File: src/rtl/radar_pkg.sv
// Shared types and constants for the radar UART frame parser.
package radar_pkg;

    localparam int unsigned BYTE_W  = 8;
    localparam int unsigned SPEED_W = 16;
    localparam int unsigned CNT_W   = 16;

    localparam logic [BYTE_W-1:0] HDR_BYTE     = 8'hAA;
    localparam logic [BYTE_W-1:0] TRL_BYTE     = 8'h55;
    localparam logic [BYTE_W-1:0] DIR_APPROACH = 8'h00;
    localparam logic [BYTE_W-1:0] DIR_RECEDE   = 8'h01;

    typedef enum logic [2:0] {
        ST_HUNT   = 3'd0,
        ST_DIR    = 3'd1,
        ST_SPD_HI = 3'd2,
        ST_SPD_LO = 3'd3,
        ST_CSUM   = 3'd4,
        ST_TRAIL  = 3'd5
    } state_t;

    typedef struct packed {
        logic [SPEED_W-1:0] speed;
        logic               dir;
        logic               overspeed;
    } radar_rec_t;

endpackage

File: src/rtl/sat_counter16.sv
// 16-bit up counter that sticks at all-ones; synchronous active-low clear.
module sat_counter16
    import radar_pkg::*;
(
    input  logic             clk,
    input  logic             rst_n,
    input  logic             i_inc,
    output logic [CNT_W-1:0] o_count
);

    logic [CNT_W-1:0] r_count;

    always_ff @(posedge clk) begin
        if (!rst_n) begin
            r_count <= '0;
        end else if (i_inc && (r_count != '1)) begin
            r_count <= r_count + CNT_W'(1);
        end
    end

    assign o_count = r_count;

endmodule

File: src/rtl/radar_frame_parser.sv
// Extracts AA/DIR/SPD_HI/SPD_LO/CSUM/55 speed-radar frames from the UART byte
// stream, presents one record per good frame and counts good/bad frames.
module radar_frame_parser
    import radar_pkg::*;
#(
    parameter int unsigned SPEED_LIMIT    = 600,
    parameter int unsigned TIMEOUT_CYCLES = 50_000_000
) (
    input  logic        clk_clk,
    input  logic        reset_reset_n,
    input  logic [7:0]  in_data,
    input  logic        in_valid,
    input  logic        in_error,
    output logic        in_ready,
    output logic [15:0] out_speed,
    output logic        out_dir,
    output logic        out_overspeed,
    output logic        out_valid,
    input  logic        out_ready,
    output logic [15:0] good_frames,
    output logic [15:0] bad_frames
);

    localparam int unsigned IDLE_W = (TIMEOUT_CYCLES > 2) ? $clog2(TIMEOUT_CYCLES) : 1;
    localparam logic [IDLE_W-1:0] IDLE_LAST = IDLE_W'(TIMEOUT_CYCLES - 1);

    state_t              r_state;
    state_t              w_state_nxt;
    logic                w_accept;
    logic                w_byte_ok;
    logic                w_timeout;
    logic                w_good;
    logic                w_bad;
    logic                r_dir;
    logic [BYTE_W-1:0]   r_spd_hi;
    logic [BYTE_W-1:0]   r_spd_lo;
    logic [BYTE_W-1:0]   r_sum;
    logic                r_mismatch;
    logic [IDLE_W-1:0]   r_idle;
    radar_rec_t          r_rec;
    logic                r_out_valid;
    logic [SPEED_W-1:0]  w_speed;

    // Back-pressure only while a record is held and not being taken.
    assign in_ready  = !(r_out_valid && !out_ready);
    assign w_accept  = in_valid && in_ready;
    assign w_byte_ok = w_accept && !in_error;
    assign w_timeout = (r_state != ST_HUNT) && !w_accept && (r_idle == IDLE_LAST);
    assign w_speed   = {r_spd_hi, r_spd_lo};

    always_ff @(posedge clk_clk) begin
        if (!reset_reset_n) begin
            r_state <= ST_HUNT;
        end else begin
            r_state <= w_state_nxt;
        end
    end

    // Next state plus good/bad frame strobes.
    always_comb begin
        w_state_nxt = r_state;
        w_good      = 1'b0;
        w_bad       = 1'b0;
        if (r_state == ST_HUNT) begin
            if (w_byte_ok && (in_data == HDR_BYTE)) begin
                w_state_nxt = ST_DIR;
            end
        end else if (w_accept && in_error) begin
            w_bad       = 1'b1;
            w_state_nxt = ST_HUNT;
        end else if (w_accept) begin
            case (r_state)
                ST_DIR: begin
                    if ((in_data == DIR_APPROACH) || (in_data == DIR_RECEDE)) begin
                        w_state_nxt = ST_SPD_HI;
                    end else begin
                        w_bad       = 1'b1;
                        w_state_nxt = ST_HUNT;
                    end
                end
                ST_SPD_HI: w_state_nxt = ST_SPD_LO;
                ST_SPD_LO: w_state_nxt = ST_CSUM;
                ST_CSUM:   w_state_nxt = ST_TRAIL;
                ST_TRAIL: begin
                    if ((in_data == TRL_BYTE) && !r_mismatch) begin
                        w_good = 1'b1;
                    end else begin
                        w_bad = 1'b1;
                    end
                    w_state_nxt = ST_HUNT;
                end
                default: w_state_nxt = ST_HUNT;
            endcase
        end else if (w_timeout) begin
            w_bad       = 1'b1;
            w_state_nxt = ST_HUNT;
        end
    end

    // Field capture, running checksum, idle timer and output record.
    always_ff @(posedge clk_clk) begin
        if (!reset_reset_n) begin
            r_dir       <= 1'b0;
            r_spd_hi    <= '0;
            r_spd_lo    <= '0;
            r_sum       <= '0;
            r_mismatch  <= 1'b0;
            r_idle      <= '0;
            r_rec       <= '0;
            r_out_valid <= 1'b0;
        end else begin
            if (w_accept || (r_state == ST_HUNT)) begin
                r_idle <= '0;
            end else begin
                r_idle <= r_idle + IDLE_W'(1);
            end

            if (w_byte_ok) begin
                case (r_state)
                    ST_DIR: begin
                        r_dir <= in_data[0];
                        r_sum <= in_data;
                    end
                    ST_SPD_HI: begin
                        r_spd_hi <= in_data;
                        r_sum    <= r_sum + in_data;
                    end
                    ST_SPD_LO: begin
                        r_spd_lo <= in_data;
                        r_sum    <= r_sum + in_data;
                    end
                    ST_CSUM:  r_mismatch <= (in_data != r_sum);
                    default: ;
                endcase
            end

            if (w_good) begin
                r_rec.speed     <= w_speed;
                r_rec.dir       <= r_dir;
                r_rec.overspeed <= (w_speed > SPEED_W'(SPEED_LIMIT));
                r_out_valid     <= 1'b1;
            end else if (r_out_valid && out_ready) begin
                r_out_valid <= 1'b0;
            end
        end
    end

    assign out_speed     = r_rec.speed;
    assign out_dir       = r_rec.dir;
    assign out_overspeed = r_rec.overspeed;
    assign out_valid     = r_out_valid;

    sat_counter16 u_good_cnt (
        .clk     (clk_clk),
        .rst_n   (reset_reset_n),
        .i_inc   (w_good),
        .o_count (good_frames)
    );

    sat_counter16 u_bad_cnt (
        .clk     (clk_clk),
        .rst_n   (reset_reset_n),
        .i_inc   (w_bad),
        .o_count (bad_frames)
    );

endmodule

File: config.mk
export PLATFORM = sky130hd
export DESIGN_NAME = radar_frame_parser
export DESIGN_NICKNAME = d
export VERILOG_FILES = /design/src/rtl/radar_pkg.sv /design/src/rtl/sat_counter16.sv /design/src/rtl/radar_frame_parser.sv
export SDC_FILE = /design/constraint.sdc
export NUM_CORES = 1
export LEC_CHECK = 0
export ABC_AREA = 1
export ABC_CLOCK_PERIOD_IN_PS = 2700
export CAP_MARGIN = 10
export CORE_MARGIN = 2
export CORE_UTILIZATION = 40
export DETAILED_ROUTE_END_ITERATION = 6
export PLACE_DENSITY_LB_ADDON = 0.05
export SETUP_SLACK_MARGIN = 0.5
export SLEW_MARGIN = 0
export SYNTH_ARGS = -nofsm -noshare
export SYNTH_HDL_FRONTEND = slang
export SYNTH_SLANG_ARGS = --single-unit
File: constraint.sdc
create_clock -name clk_clk -period 2.7 [get_ports clk_clk]
set_input_delay 0.675 -clock clk_clk [delete_from_list [all_inputs] [get_ports clk_clk]]
set_output_delay 0.675 -clock clk_clk [all_outputs]
set_load 0.05 [all_outputs]
After elaboration in Yosys (flattened, before gate mapping)
Index checks and enable logic that the tools add are counted.
{ "word_totals": {"regBits": 106, "input_bits": 13, "out_inout_bits": 52, "elab_cells": 86} }
{ "classes": {"n_addsub": 4, "n_lt_le_gt_ge": 1, "n_eq_ne": 13, "mux": 22, "n_bitwise": 1, "reduce_logical": 32} }
{ "op_table": {"columns": ["op", "n"], "rows": [
  ["$add A16 B1 Y16 const B", 2],
  ["$ne A16 B16 Y1 const B", 2],
  ["$add A26 B1 Y26 const B", 1],
  ["$eq A26 B26 Y1 const B", 1],
  ["$gt A16 B10 Y1 const B", 1],
  ["$pmux W8 S2", 1],
  ["$mux W3", 5],
  ["$mux W1", 13],
  ["$pmux W3 S4", 1],
  ["$reduce_and A2 Y1", 6],
  ["$logic_and A1 B1 Y1", 11],
  ["$add A8 B8 Y8", 1],
  ["$eq A8 B1 Y1 const B", 1],
  ["$eq A8 B7 Y1 const B", 1],
  ["$eq A8 B8 Y1 const B", 1],
  ["$logic_not A8 Y1", 1],
  ["$ne A8 B8 Y1", 1],
  ["$eq A3 B2 Y1 const B", 2],
  ["$eq A3 B3 Y1 const B", 2],
  ["$logic_not A1 Y1", 5],
  ["$reduce_bool A2 Y1", 2],
  ["$reduce_bool A4 Y1", 1],
  ["$reduce_or A2 Y1", 2],
  ["$eq A3 B1 Y1 const B", 1],
  ["other kinds (7)", 8]
]} }

Depth between registers and ports, before layout
{ "depth": {"word_depth": 12, "mapped_depth": 12, "ltp_nobuf": 12} }

Cells and area by module
A second synthesis with hierarchy kept.
{ "unflattened": {"hier_cells": 822, "area_unflattened_um2": 5676.7} }
{ "by_module_without_submodules": {"columns": ["mod", "instances", "cells_per_inst", "area_per_inst_um2", "seq_area_each_um2"], "rows": [
  ["radar_frame_parser", 1, 524, 3684.8, 1481.4],
  ["sat_counter16", 2, 149, 996.0, 320.3]
]} }

Worst setup path after synthesis
OpenSTA, ideal clock, no wires.
{ "synth_timing": {"path_kind": "register to register", "startpoint": "reg r_out_valid (netlist: out_valid)", "endpoint": "reg u_bad_cnt.r_count[5] (netlist: u_bad_cnt.o_count[5])", "setup_ps": 134, "arrival_time_ps": 1981, "required_time_ps": 2566, "setup_slack_ps": 586, "stages_incl_launch_ff": 11, "path_buffers": 1, "period_less_slack_ps": 2114, "cell_sequence": "dfxtp_1 nand2_2 nand2_2 inv_2 nand2_4 inv_1 nand3_2 nand3_2 buf_6 nand2_1 a21oi_1"} }
{ "synth_via": {"elab_chain_cells": 11, "elab_cells_between_ends": 12, "cone_classes": "mux (4); reduce/logical (8)"} }
{ "synth_rtl": {"columns": ["item", "line", "rtl"], "rows": [
  ["start, declared", "radar_frame_parser.sv:41", "logic r_out_valid;"],
  ["start signal, assigned", "radar_frame_parser.sv:110", "r_out_valid <= 1'b0;"],
  ["start signal, assigned", "radar_frame_parser.sv:141", "r_out_valid <= 1'b1;"],
  ["start signal, assigned", "radar_frame_parser.sv:143", "r_out_valid <= 1'b0;"],
  ["$logic_and A1 B1 Y1 *", "radar_frame_parser.sv:45", "assign in_ready = !(r_out_valid && !out_ready);"],
  ["$logic_not A1 Y1 *", "radar_frame_parser.sv:45", null],
  ["via in_ready", "radar_frame_parser.sv:14", "output logic in_ready,"],
  ["$logic_and A1 B1 Y1 *", "radar_frame_parser.sv:46", "assign w_accept = in_valid && in_ready;"],
  ["$logic_not A1 Y1", "radar_frame_parser.sv:48", "assign w_timeout = (r_state != ST_HUNT) && !w_accept && (r_idle == IDLE_LAST);"],
  ["$logic_and A1 B1 Y1 (2 in series)", "radar_frame_parser.sv:48", null],
  ["$mux W1", "radar_frame_parser.sv:94", "end else if (w_timeout) begin"],
  ["$mux W1", "radar_frame_parser.sv:71", "end else if (w_accept) begin"],
  ["$mux W1 *", "radar_frame_parser.sv:68", "end else if (w_accept && in_error) begin"],
  ["$mux W1 *", "radar_frame_parser.sv:64", "if (r_state == ST_HUNT) begin"],
  ["$logic_and A1 B1 Y1 *", "sat_counter16.sv:16", "end else if (i_inc && (r_count != '1)) begin"],
  ["end signal, assigned", "sat_counter16.sv:17", "r_count <= r_count + CNT_W'(1);"],
  ["end, declared", "sat_counter16.sv:11", "logic [CNT_W-1:0] r_count;"]
]} }
The timed path passes the listed nets; every way through them passes the cells marked *.
A chain may end at the register's enable or synchronous reset.

Final worst setup path
{ "layout_timing": {"startpoint": "reg r_rec (netlist bit out_speed[14])", "endpoint": "out out_speed[14]"} }
{ "layout_rtl": {"columns": ["item", "line", "rtl"], "rows": [
  ["start, declared", "radar_frame_parser.sv:40", "radar_rec_t r_rec;"],
  ["end, declared", "radar_frame_parser.sv:15", "output logic [15:0] out_speed,"]
]} }
No word-level cell between the ends.

==> results.py <==
metrics = {
    "global_route": {
        "gr-max-usage-layer": "met2",
        "grt_start_max_net_pins": 42,
        "use_met3_pct": 5.33,
        "first_global_vias": 4869,
        "antenna_found_initial": 0,
        "grt_use_met1_pct": 28.7,
        "grt_pass1_wl_um": 23900,
        "grtUsageMet2_pct": 31.5,
        "gr-usage-all-layers_pct": 20.6,
        "grt_overflow": 0,
    },
    "die": {
        "start_util_pct": 40.8,
        "die_y_um": 120,
        "dieArea_mm2": 0.0145,
        "die_x_um": 120,
        "io_pins": 65,
        "core-area_mm2": 0.0132,
        "fp-row-count": 42,
    },
    "finish": {
        "n_fill_cell": 1368,
        "area_growth_syn_to_layout_pct": 26.0,
        "utilization_pct": 51.4,
        "final_nets": 867,
        "most-common-layout-cells": "nand2_1 (131), dfxtp_1 (106), nor2_1 (98), a21oi_1 (75), inv_1 (63)",
        "drive_above_1_share_pct": 12.1,
        "final_common_cell": "nand2_1",
        "diodes": 0,
    },
    "clock_network": {
        "clockBufferDepth": 2,
        "clk_pin_slew_worst_paths_ps": 70,
        "cts_sinks": 106,
        "h-tree-depth": 3,
        "cts-root-buf": "clkbuf_16",
        "cts_tree": "built",
        "cts_inserted_buffers": 9,
        "clk_latency_ps": 350,
    },
    "yosys": {
        "synth_top_area_share_pct": 39.3,
        "yosys_warnings": 0,
        "synth_area_mm2": 0.00541,
        "avgSynthCellArea_um2": 7.13,
        "synth_nets": 782,
        "ys_top_cells_by_area": "dfxtp_1 (39%), nand2_1 (9.3%), nor2_1 (7.0%)",
        "ys_ff_latch": 106,
        "ys_seq_area_share_pct": 39.3,
        "yosysTopAreaCell": "dfxtp_1",
        "ys_types": 43,
        "netlist_instances": 758,
    },
    "setup_path": {
        "setup.worst_path.class": "flip-flop to output pin",
        "crit_chain": "clkdlybuf4s50_1",
        "crit_buf_inv": 1,
        "critPathRequiredTime_ps": 2030,
        "start_kind": "flip-flop",
        "cp_slowest_cell": "clkdlybuf4s50_1",
        "arrival_ps": 1480,
        "worstSetupEndpointType": "output pin",
        "cp_max_fo": 2,
        "critPathMaxStageDelay_ps": 800,
        "crit_family": "buffers and inverters",
    },
    "power_and_ir_drop": {
        "power_density_mw_per_mm2": 468,
        "p_leak_nw": 2.89,
        "irDropWorstVdd_uv": 284,
    },
    "detailed_routing": {
        "drc": 0,
        "antenna_left": 0,
        "firstDrtPassIters": 7,
        "routed_wl_um": 14300,
        "wl_per_cell_um": 14.0,
        "via_per_inst": 5.11,
        "first_iter_violations": 357,
        "via_count": 5235,
    },
    "timing": {
        "max_freq_mhz": 464,
        "whs_ps": 451,
        "slew_headroom_pct": 65.4,
        "finalCriticalPeriod_ps": 2160,
        "min_period_over_period_pct": 79.9,
        "slew_viol_final": 0,
        "worst_slack_ps": 543,
        "fin_tns_setup_ps": 0,
        "rsz0062_at_grt": "yes",
        "hold_viol_final": 0,
        "setup_violations": 0,
        "tightest_slew_ps": 518,
        "skew_ps": 6.50,
    },
    "place": {
        "dp_hpwl_um": 10600,
        "globalplace.congestion": 0.899,
        "port_buffers": 64,
        "dp_slack_ps": -9.30,
    },
    "job": {
        "maxCapViolCount": 0,
    },
    "hold_path": {
        "hold_path.class": "flip-flop to flip-flop",
    },
    "status": {
        "status": "finished, final reports clean",
    },
}
what timing repair did:
item                       4_1_cts  5_1_grt
buffers inserted                 0        3
resized for setup               39       33
setup endpoints to repair       46       58
hold endpoints to repair         0        0
pin swaps                        0        4
hold buffers                     0        0
power by group:
part / internal, mW / switching, mW / leakage [nW]
Clock: 0.836 / 0.595 / 0.156
Sequential: 1.57 / 0.00600 / 0.853
Combinational: 0.0665 / 0.118 / 1.88
stage by stage:
stage | total power, mW | instances | area (µm²)
3_3_place_gp | 1.79 | 1005 | 6380
4_1_cts | 3.23 | 1021 | 6670
6_report | 3.19 | 1024 | 6810
3_5_place_dp | 1.79 | 1005 | 6380
2_1_floorplan | 1.71 | 758 | 5410
5_1_grt | 3.31 | 1024 | 6810
per-layer routing:
metal | wire (µm) | share of wire, %
met5 | 0 | 0
met1 | 7060 | 49
met2 | 6440 | 45
met4 | 191 | 1.3
met3 | 622 | 4.3
final cells by class:
class | instances | area (µm²) | share of cell area [%]
well taps | 176 | 220 | 3.23
clock inverters | 5 | 77.6 | 1.14
repair buffers | 90 | 866 | 12.7
inverters | 82 | 310 | 4.55
clock buffers | 11 | 243 | 3.56
multi-input cells | 554 | 2970 | 43.7
flip-flops and latches | 106 | 2120 | 31.1
kinds of logic (layout without fill, tap and decap cells):
group                    Yosys count  after routing  share of synthesized area [%]
AO/OA/AOI/OAI                    152            152                           14.9
XOR/XNOR                          26             26                           4.21
adder cells (fa/ha/maj)           11             11                           2.68
buffers and inverters             98            188                           7.24
flip-flops                       106            106                           39.3
AND/OR/NAND/NOR                  365            365                           31.7
path summary, 6_finish.rpt:
check / from / endpoint / slack [ps] / depth (start not counted)
max: out_speed[14] / out_speed[14] / 540 / 1
min reg2reg: r_idle[0] / r_idle[0] / 450 / 1
max reg2reg: u_good_cnt.o_count[0] / u_good_cnt.o_count[5] / 800 / 11
min: r_idle[0] / r_idle[0] / 450 / 1
flip-flops by register name, indices dropped and copies added (netlist names), 3 cells and up:
signal / cells
r_idle: 26
out_speed: 16
u_bad_cnt.o_count: 16
u_good_cnt.o_count: 16
r_spd_hi: 8
r_spd_lo: 8
r_sum: 8
r_state: 3
synth_stat cells, drive strengths merged:
master,n
o31ai,1
nor2,107
o22ai,1
buf,9
ha,10
nand2,141
a21oi,77
xor2,18
xnor2,8
a211oi,3
nor3b,5
o21bai,2
clkinv,1
o21ai,63
nand3b,3
or2,3
nand3,39
nor3,33
o211ai,1
and3,4
a31oi,4
clkbuf,7
nor4,7
nand4,23
dfxtp,106
inv,81
fa,1
No activity file was read; power rests on OpenSTA's default activity.
